**config.mk**
```make
export PLATFORM = sky130hd
export DESIGN_NAME = instr_fetch_unit_flat
export DESIGN_NICKNAME = d
export VERILOG_FILES = /design/src/rtl/instr_fetch_unit_pkg.sv /design/src/rtl/instr_fetch_unit_if.sv /design/src/rtl/instr_fetch_unit_sat_counter.sv /design/src/rtl/instr_fetch_unit.sv /design/src/flat_wrapper.sv
export SDC_FILE = /design/constraint.sdc
export NUM_CORES = 1
export LEC_CHECK = 0
export BUFFER_PORTS_ARGS = -buffer_cell sky130_fd_sc_hd__clkbuf_2
export CORE_AREA = 5 5 68 70
export CTS_CLUSTER_DIAMETER = 200
export DETAILED_ROUTE_END_ITERATION = 12
export DIE_AREA = 0 0 73 75
export GPL_ROUTABILITY_DRIVEN = 0
export PLACE_DENSITY = 0.77
export RECOVER_POWER = 100
export SYNTH_ARGS = -nofsm -noshare
export SYNTH_HDL_FRONTEND = slang
export SYNTH_SLANG_ARGS = --single-unit
```
**constraint.sdc**
```tcl
create_clock -name CLK -period 2.3 [get_ports CLK]
set_input_delay 0.345 -clock CLK [delete_from_list [all_inputs] [get_ports CLK]]
set_output_delay 0.345 -clock CLK [all_outputs]
set_load 0.005 [all_outputs]
```
**src/rtl/instr_fetch_unit_pkg.sv**
```systemverilog
// ----------------------------------------------------------------------------
// instr_fetch_unit_pkg
// Shared types and default constants for the fetch stage of the 9-bit core.
//   fetch_state_t   : IDLE / ARMED / RUN / HALT sequencing of the fetch unit
//   HALT_INSTR_DEF  : instruction encoding that stops fetch
//   OFS_W_DEF       : width of the signed PC-relative branch offset
// ----------------------------------------------------------------------------
package instr_fetch_unit_pkg;

    typedef enum logic [1:0] {
        IDLE  = 2'd0,
        ARMED = 2'd1,
        RUN   = 2'd2,
        HALT  = 2'd3
    } fetch_state_t;

    localparam logic [8:0] HALT_INSTR_DEF = 9'h1FF;
    localparam int         OFS_W_DEF      = 6;

endpackage : instr_fetch_unit_pkg

```
**src/rtl/instr_fetch_unit_if.sv**
```systemverilog
// ----------------------------------------------------------------------------
// instr_fetch_unit_if
// Bundles the control, ROM and status signals of the fetch unit.
//   master : driver side (control + ROM data out, status in)
//   slave  : fetch unit side
// Signals:
//   Start, Start_Addr   : restart request and program entry address
//   Branch, Zero        : branch decode and ALU zero flag for current instr
//   InstrIn             : word fetched at PC (combinational ROM read)
//   PC                  : address of the current instruction
//   Running, Done       : RUN / HALT status
//   InstrCount          : instructions retired since last Start
// ----------------------------------------------------------------------------
interface instr_fetch_unit_if #(
    parameter int PC_W    = 8,
    parameter int INSTR_W = 9,
    parameter int CNT_W   = 16
);
    logic               Start;
    logic [PC_W-1:0]    Start_Addr;
    logic               Branch;
    logic               Zero;
    logic [INSTR_W-1:0] InstrIn;
    logic [PC_W-1:0]    PC;
    logic               Running;
    logic               Done;
    logic [CNT_W-1:0]   InstrCount;

    modport master (
        output Start, Start_Addr, Branch, Zero, InstrIn,
        input  PC, Running, Done, InstrCount
    );

    modport slave (
        input  Start, Start_Addr, Branch, Zero, InstrIn,
        output PC, Running, Done, InstrCount
    );
endinterface : instr_fetch_unit_if

```
**src/rtl/instr_fetch_unit_sat_counter.sv**
```systemverilog
// ----------------------------------------------------------------------------
// sat_counter
// Saturating up-counter used for the retired-instruction count.
//   clk     : clock, rising edge
//   rst_n   : asynchronous active-low reset (count -> 0)
//   clr     : synchronous clear, wins over inc
//   inc     : add one, sticks at all-ones instead of wrapping
//   count   : registered count value
// ----------------------------------------------------------------------------
module sat_counter #(
    parameter int CNT_W = 16
) (
    input  logic             clk,
    input  logic             rst_n,
    input  logic             clr,
    input  logic             inc,
    output logic [CNT_W-1:0] count
);
    logic [CNT_W-1:0] count_q;
    logic [CNT_W-1:0] count_d;

    always_comb begin
        count_d = count_q;
        if (clr) begin
            count_d = '0;
        end else if (inc && (count_q != {CNT_W{1'b1}})) begin
            count_d = count_q + CNT_W'(1);
        end
    end

    always_ff @(posedge clk or negedge rst_n) begin
        if (!rst_n) begin
            count_q <= '0;
        end else begin
            count_q <= count_d;
        end
    end

    assign count = count_q;
endmodule : sat_counter

```
**src/rtl/instr_fetch_unit.sv**
```systemverilog
// ----------------------------------------------------------------------------
// instr_fetch_unit
// Fetch stage of the 9-bit-instruction core. Owns the PC, loads Start_Addr,
// steps sequentially, takes PC-relative branches (Branch & Zero), stops on the
// halt encoding and counts retired (non-halt) instructions.
//   CLK    : clock, rising edge
//   RST_n  : asynchronous active-low reset
//   bus    : instr_fetch_unit_if.slave (Start, Start_Addr, Branch, Zero,
//            InstrIn in; PC, Running, Done, InstrCount out, all registered)
// ----------------------------------------------------------------------------
module instr_fetch_unit
    import instr_fetch_unit_pkg::*;
#(
    parameter int                 PC_W       = 8,
    parameter int                 INSTR_W    = 9,
    parameter int                 OFS_W      = OFS_W_DEF,
    parameter int                 CNT_W      = 16,
    parameter logic [INSTR_W-1:0] HALT_INSTR = HALT_INSTR_DEF
) (
    input  logic                CLK,
    input  logic                RST_n,
    instr_fetch_unit_if.slave   bus
);
    fetch_state_t    state_q, state_d;
    logic [PC_W-1:0] pc_q, pc_d;
    logic            running_q, running_d;
    logic            done_q, done_d;
    logic            cnt_clr;
    logic            cnt_inc;
    logic [PC_W-1:0] branch_ofs;

    // Sign-extended branch offset from the low bits of the fetched word.
    assign branch_ofs = {{(PC_W-OFS_W){bus.InstrIn[OFS_W-1]}}, bus.InstrIn[OFS_W-1:0]};

    // Branch/Zero/InstrIn are only looked at inside the RUN arm, so unknown
    // values on them outside RUN cannot disturb the state.
    always_comb begin
        state_d   = state_q;
        pc_d      = pc_q;
        running_d = running_q;
        done_d    = done_q;
        cnt_clr   = 1'b0;
        cnt_inc   = 1'b0;

        if (bus.Start) begin
            state_d   = ARMED;
            pc_d      = bus.Start_Addr;
            running_d = 1'b0;
            done_d    = 1'b0;
            cnt_clr   = 1'b1;
        end else begin
            case (state_q)
                IDLE: ;
                ARMED: begin
                    // PC already holds Start_Addr, so the first fetch is the entry.
                    state_d   = RUN;
                    running_d = 1'b1;
                end
                RUN: begin
                    if (bus.InstrIn == HALT_INSTR) begin
                        state_d   = HALT;
                        done_d    = 1'b1;
                        running_d = 1'b0;
                    end else begin
                        cnt_inc = 1'b1;
                        if (bus.Branch && bus.Zero) begin
                            pc_d = pc_q + branch_ofs;
                        end else begin
                            pc_d = pc_q + PC_W'(1);
                        end
                    end
                end
                HALT: ;
                default: state_d = IDLE;
            endcase
        end
    end

    always_ff @(posedge CLK or negedge RST_n) begin
        if (!RST_n) begin
            state_q   <= IDLE;
            pc_q      <= '0;
            running_q <= 1'b0;
            done_q    <= 1'b0;
        end else begin
            state_q   <= state_d;
            pc_q      <= pc_d;
            running_q <= running_d;
            done_q    <= done_d;
        end
    end

    sat_counter #(
        .CNT_W (CNT_W)
    ) u_instr_cnt (
        .clk   (CLK),
        .rst_n (RST_n),
        .clr   (cnt_clr),
        .inc   (cnt_inc),
        .count (bus.InstrCount)
    );

    assign bus.PC      = pc_q;
    assign bus.Running = running_q;
    assign bus.Done    = done_q;
endmodule : instr_fetch_unit

```
**src/flat_wrapper.sv**
```systemverilog
// flat-port wrapper written by rule: the top's interface ports become plain ports
module instr_fetch_unit_flat import instr_fetch_unit_pkg::*;
#(
    parameter int                 PC_W       = 8,
    parameter int                 INSTR_W    = 9,
    parameter int                 OFS_W      = OFS_W_DEF,
    parameter int                 CNT_W      = 16,
    parameter logic [INSTR_W-1:0] HALT_INSTR = HALT_INSTR_DEF
)
  (CLK, RST_n, bus_Start, bus_Start_Addr, bus_Branch, bus_Zero, bus_InstrIn, bus_PC, bus_Running, bus_Done, bus_InstrCount);
  instr_fetch_unit_if #(.PC_W(PC_W), .INSTR_W(INSTR_W), .CNT_W(CNT_W)) bus_i ();
  input  logic CLK;
  input  logic RST_n;
  input wire logic [$bits(bus_i.Start)-1:0] bus_Start;
  input wire logic [$bits(bus_i.Start_Addr)-1:0] bus_Start_Addr;
  input wire logic [$bits(bus_i.Branch)-1:0] bus_Branch;
  input wire logic [$bits(bus_i.Zero)-1:0] bus_Zero;
  input wire logic [$bits(bus_i.InstrIn)-1:0] bus_InstrIn;
  output wire logic [$bits(bus_i.PC)-1:0] bus_PC;
  output wire logic [$bits(bus_i.Running)-1:0] bus_Running;
  output wire logic [$bits(bus_i.Done)-1:0] bus_Done;
  output wire logic [$bits(bus_i.InstrCount)-1:0] bus_InstrCount;
  assign bus_i.Start = bus_Start;
  assign bus_i.Start_Addr = bus_Start_Addr;
  assign bus_i.Branch = bus_Branch;
  assign bus_i.Zero = bus_Zero;
  assign bus_i.InstrIn = bus_InstrIn;
  assign bus_PC = bus_i.PC;
  assign bus_Running = bus_i.Running;
  assign bus_Done = bus_i.Done;
  assign bus_InstrCount = bus_i.InstrCount;
  instr_fetch_unit #(.PC_W(PC_W), .INSTR_W(INSTR_W), .OFS_W(OFS_W), .CNT_W(CNT_W), .HALT_INSTR(HALT_INSTR)) u_core (.CLK(CLK), .RST_n(RST_n), .bus(bus_i));
endmodule
```
==> results.toml, run 1 <==
[timing]
slew_viol_final = 29
fin_crit_sh_pct = 87.0
max_freq_mhz = 500
slew_headroom_pct = -1.33
rsz0062_at_grt = "false"
worst_pin_slew_ns = 1.52
hold_viol_final = 0
period_needed_ns = 2.00
setup_tns_ns = 0
clock_skew_ns = 0.00235
finalSetupViolCount = 0

[power]
clkPwrFrac_pct = 35.0
combPwrFrac_pct = 16.4
total_power_mw = 1.11
ir_worst_vdd_mv = 0.302
p_int_uw = 829
p_leak_nw = 0.924
switchingPower_uw = 284
seqPwrFrac_pct = 48.6
switching_share_pct = 25.5
power_density_nw_per_um2 = 536

[placement]
post-dp-hpwl_um = 3040
numPlacedInstances = 284
place.port_buffers = 47

[clock_network]
ctsHoldBuffers = 0
clk_latency_ns = 0.27
cts_tree = "built"
cts.sinks = 28
cts_buffers = 3
cts_buffer_depth = 2
clk_pin_slew_worst_paths_ns = 0.10
htree_levels = 1
cts_root_buffer = "clkbuf_8"
post-cts-setup-buffers = 0
cts_resized = 0

[setup_path]
cp_max_fo = 5
end_kind = "register"
critPathLaunchType = "register"
worstPathArrival_ns = 2.20
cp.required_ns = 2.50
worstSetupPathType = "reg2reg"

[min_path]
worstHoldPathType = "in2reg"

[synth]
yosys-top-cells-area = "dfrtp_1 40%, xnor2_1 5.5%, ha_1 4.3%"
synth_top_area_share_pct = 39.7
ys_seq_area_share_pct = 39.7
ys.flop_type = "dfrtp_1"
async_reset_ff_share_pct = 100
synth_top_area_cell = "dfrtp_1"
synth_area_um2 = 1760
synth_cells = 190
yosysUniqueCellTypes = 43
ys_ff_latch = 28
synth_fp_nets = 219
synth_edf_count = 0
yosys_warnings = 0
avgSynthCellArea_um2 = 9.28

[global_routing]
grt_pass1_vias = 1577
grt_pass1_wl_um = 7020
grt_overflow = 0
grt.total_usage_pct = 15.9
antenna_found_initial = 0
grt_max_degree = 31

[flow_run]
maxCapViolCount = 1

[finish]
nFillCells = 407
layout.nets = 268
final_layout_size_suffix_gt1_share_pct = 17.6
antenna_cells = 0
area_growth_pct = 17.8
post_layout_nonfiller_instances = 288

[route]
firstDrtPassIters = 4
drtIter0Drc = 119
routedWlPerCell_um = 14.1
vias_per_cell = 5.46
antenna_left = 0
drc = 0
routed_wl_um = 4060
vias = 1572

[die]
die-area_um2 = 5480
die_x_um = 73
die_y_um = 75
coreArea_um2 = 3910
rows = 23
ios = 48
start_util_pct = 45.0

[outcome]
violations = "capacitance limit, slew limit"
outcome = "finished with violations"
==> final cells by class <==
cell class / instances / area, µm² / share of cell area [%]
Sequential cell: 28 / 701 / 33.7
Clock buffer: 3 / 41.3 / 1.99
Multi-Input combinational cell: 150 / 986 / 47.5
Tap cell: 50 / 62.6 / 3.01
Clock inverter: 1 / 30.0 / 1.45
Inverter: 6 / 22.5 / 1.08
Timing Repair Buffer: 50 / 234 / 11.3
==> worst paths after layout <==
kind	slack, ns	startpoint	cells past startpoint	end
worst min register to register	0.50	u_core.state_q[1]$_DFFE_PN0P_	1	u_core.bus.Running$_DFFE_PN0P_
worst max register to register	0.30	u_core.bus.PC[3]$_DFFE_PN0P_	6	u_core.bus.PC[5]$_DFFE_PN0P_
worst max-delay path	0.30	u_core.bus.PC[3]$_DFFE_PN0P_	6	u_core.bus.PC[5]$_DFFE_PN0P_
max in group asynchronous	0.99	RST_n	1	u_core.bus.PC[4]$_DFFE_PN0P_
worst min-delay path	0.28	bus_Start_Addr[2]	3	u_core.bus.PC[2]$_DFFE_PN0P_
min in group asynchronous	0.42	RST_n	1	u_core.bus.PC[2]$_DFFE_PN0P_
==> state kept, by name (all words and copies together) (netlist names) <==
name,count
u_core.state_q,2
u_core.bus.PC,8
u_core.u_instr_cnt.count,16
u_core.bus.Running,1
u_core.bus.Done,1
==> cells by family after synthesis <==
kind of cell | after synthesis | share of synthesized area (%)
xor+xnor | 12 | 5.96
fa+ha+maj | 7 | 5.39
mux | 2 | 1.14
simple gates | 88 | 28.1
buf+inv | 12 | 2.91
compound gates | 41 | 16.7
flops | 28 | 39.7
==> placed cells by master (no fill, tap or decap), types with 2 or more instances in the layout <==
| master | netlist | routed |
|---|---|---|
| clkbuf_2 | 0 | 28 |
| dfrtp_1 | 28 | 28 |
| nor2_1 | 19 | 19 |
| clkbuf_1 | 2 | 19 |
| nand3_1 | 15 | 15 |
| nand2_1 | 12 | 12 |
| xnor2_1 | 11 | 11 |
| a21oi_1 | 9 | 10 |
| o21ai_0 | 10 | 10 |
| nor3_1 | 9 | 9 |
| and3_1 | 7 | 7 |
| nor4_1 | 7 | 7 |
| inv_1 | 6 | 6 |
| ha_1 | 6 | 6 |
| nor2b_1 | 5 | 5 |
| a211oi_1 | 4 | 4 |
| o211a_1 | 4 | 4 |
| nand4_1 | 2 | 3 |
| o21a_1 | 3 | 3 |
| clkbuf_8 | 0 | 3 |
| buf_4 | 1 | 3 |
| nand3b_1 | 2 | 2 |
| nor4_2 | 1 | 2 |
| a21o_1 | 2 | 2 |
| a22oi_1 | 2 | 2 |
| mux2i_1 | 2 | 2 |
==> per-layer routing <==
layer | vias to the layer above | global-route usage [%] | routed length, µm
li1 | 792 | - | -
met1 | 749 | 20.8 | 1900
met2 | 27 | 26.9 | 1970
met3 | 4 | 2.80 | 143
met4 | 0 | 4.92 | 44
met5 | - | 0 | 0
==> per-stage QoR <==
stage / hold WS, ns / area [µm²] / util, % / setup slack, ns
2_1_floorplan: 0.0494 / 1760 / - / 0.376
3_3_place_gp: 0.431 / 2070 / 52.8 / 0.175
3_5_place_dp: 0.437 / 2070 / 52.8 / 0.104
4_1_cts: 0.126 / 2140 / 54.7 / 0.309
5_1_grt: 0.288 / 2080 / 53.1 / 0.210
6_report: 0.276 / 2080 / 53.1 / 0.298
==> worst max-delay path, stage by stage, from the launching register on <==
cell and delay [ns]:
dfrtp_1 0.42, ha_1 0.37, a21o_1 0.18, a21oi_1 0.24, a21oi_1 0.12, or4_1 0.42
a31oi_1 0.18
==> power groups by stage <==
stage	sequential, mW	combinational [mW]	clock, mW
detailed placement	0.551	0.186	0
global placement	0.550	0.184	0
finish	0.541	0.183	0.389
CTS	0.541	0.187	0.402
floorplan	0.547	0.109	0
global route	0.545	0.208	0.417
==> synthesized netlist by cell type, types with 3 or more instances <==
cell and instances:
o21ai_0 10, nor2b_1 5, a211oi_1 4, nor3_1 9, nand3_1 15, inv_1 6
ha_1 6, o21a_1 3, xnor2_1 11, nand2_1 12, dfrtp_1 28, nor2_1 19
o211a_1 4, nor4_1 7, a21oi_1 9, and3_1 7
No activity file was read; power rests on OpenSTA's default activity.
==> inputs of run 2 (changes only) <==
--- a/config.mk
+++ b/config.mk
@@ -7,6 +7,7 @@
 export LEC_CHECK = 0
 export BUFFER_PORTS_ARGS = -buffer_cell sky130_fd_sc_hd__clkbuf_2
 export CORE_AREA = 5 5 68 70
+export CTS_BUF_LIST = sky130_fd_sc_hd__clkbuf_4
 export CTS_CLUSTER_DIAMETER = 200
 export DETAILED_ROUTE_END_ITERATION = 12
 export DIE_AREA = 0 0 73 75
==> results.toml, run 2 (same netlist as run 1, synthesis figures left out) <==
[setup_path]
r2r-end = "u_core.bus.PC[5]$_DFFE_PN0P_"
reg2reg_slack_ns = 0.29
crit_end = "u_core.bus.PC[5]$_DFFE_PN0P_"
critPathMaxStageDelay_ns = 0.44
critPathSlowestCell = "dfrtp_1"
startpoint = "u_core.bus.PC[3]$_DFFE_PN0P_"
worstSetupPathType = "reg2reg"
worstPathArrival_ns = 2.27
cp.required_ns = 2.57
crit_chain = "ha_1 > a21o_1 > a21oi_1 > a21oi_1 > or4_1 > a31oi_1"
end_kind = "register"
cp_common_cell = "a21oi_1"
cp_max_fo = 5
critPathLaunchType = "register"
r2r.worst_path.cells = 6
r2r_start = "u_core.bus.PC[3]$_DFFE_PN0P_"

[clock_network]
cts_root_buffer = "clkbuf_4"
clk_pin_slew_worst_paths_ns = 0.16
cts_resized = 0
cts_buffer_depth = 2
cts_tree = "built"
htree_levels = 1
clk_latency_ns = 0.33
post-cts-setup-buffers = 0
ctsHoldBuffers = 0
cts_buffers = 3
cts.sinks = 28

[global_routing]
grt.total_usage_pct = 16.0
antenna_found_initial = 0
grt_max_degree = 31
grt_pass1_vias = 1567
grt_pass1_wl_um = 7020
grt_overflow = 0

[die]
die-area_um2 = 5480
die_x_um = 73
die_y_um = 75
ios = 48
coreArea_um2 = 3910
rows = 23
start_util_pct = 45.0

[finish]
regArea_um2 = 701
area_growth_pct = 16.7
largest_reg_flops = 16
final_cell_mix = "28 x clkbuf_2, 28 x dfrtp_1, 19 x nor2_1, 19 x clkbuf_1, 15 x nand3_1"
post_layout_nonfiller_instances = 288
nFillCells = 411
layout.nets = 268
antenna_cells = 0
multiInputGateArea_um2 = 986
final_layout_size_suffix_gt1_share_pct = 17.6
final_area_um2 = 2060

[route]
routedWlPerCell_um = 14.2
routed_wl_um = 4080
drc = 0
antenna_left = 0
top_layer_used = "met4"
vias_per_cell = 5.49
vias = 1581
wl_met3_um = 152
wl_met1_um = 1920
met2_length_um = 1950
drtIter0Drc = 118
firstDrtPassIters = 4

[timing]
hold_viol_final = 0
setup_tns_ns = 0
max_freq_mhz = 499
worst_pin_slew_ns = 1.50
clock_skew_ns = 0.00405
fin_crit_sh_pct = 87.2
period_needed_ns = 2.01
slew_headroom_pct = -0.0307
slew_viol_final = 28
finalSetupViolCount = 0
rsz0062_at_grt = "false"

[placement]
placed_area_um2 = 2070
place.port_buffers = 47
numPlacedInstances = 284
post-dp-hpwl_um = 3040

[power]
total_power_mw = 1.05
ir_worst_vdd_mv = 0.212
p_leak_nw = 0.917
power_density_nw_per_um2 = 512

[min_path]
worstHoldPathType = "in2reg"

[flow_run]
maxCapViolCount = 1

[outcome]
outcome = "finished with violations"
violations = "capacitance limit, slew limit"
## run 2: worst min path at each step
stage / startpoint / to / cells after the start
2_1_floorplan: RST_n / u_core.bus.Done$_DFFE_PN0P_ / 0
3_3_place_gp: RST_n / u_core.bus.PC[2]$_DFFE_PN0P_ / 1
3_5_place_dp: RST_n / u_core.bus.PC[2]$_DFFE_PN0P_ / 1
4_1_cts: RST_n / u_core.u_instr_cnt.count[2]$_DFFE_PN0P_ / 1
5_1_grt: bus_Start_Addr[3] / u_core.bus.PC[3]$_DFFE_PN0P_ / 2
6_report: bus_Start_Addr[2] / u_core.bus.PC[2]$_DFFE_PN0P_ / 3
## run 2: final cells by class
cell class | instances | area share (%)
Inverter | 6 | 1.09
Multi-Input combinational cell | 150 | 47.9
Sequential cell | 28 | 34.0
Clock buffer | 3 | 1.09
Timing Repair Buffer | 50 | 11.4
Tap cell | 50 | 3.04
Clock inverter | 1 | 1.46
## run 2: report_power, final
group / total, mW / switching (mW) / leakage (nW) / internal, mW
Combinational: 0.182 / 0.101 / 0.522 / 0.0811
Clock: 0.329 / 0.153 / 0.0279 / 0.176
Sequential: 0.542 / 0.0262 / 0.367 / 0.516
## run 2: worst max-delay path: cells and delay by family (launching register included)
kind | cells | cell delay (ns)
flip-flops | 1 | 0.44
adder cells (fa/ha/maj) | 1 | 0.37
AO/OA/AOI/OAI | 4 | 0.72
AND/OR/NAND/NOR | 1 | 0.42
## run 2: stage by stage
step	setup slack, ns	utilization (%)	hold WS, ns
after detailed placement	0.104	52.8	0.437
after CTS	0.297	54.2	0.0409
after floorplan	0.376	-	0.0494
final	0.294	52.6	0.208
after global placement	0.175	52.8	0.431
after global routing	0.202	52.6	0.223
## run 2: routing by layer
layer	vias up	global-route usage (%)
li1	794	-
met5	-	0
met1	755	20.9
met3	4	2.54
met4	0	6.15
met2	28	26.7
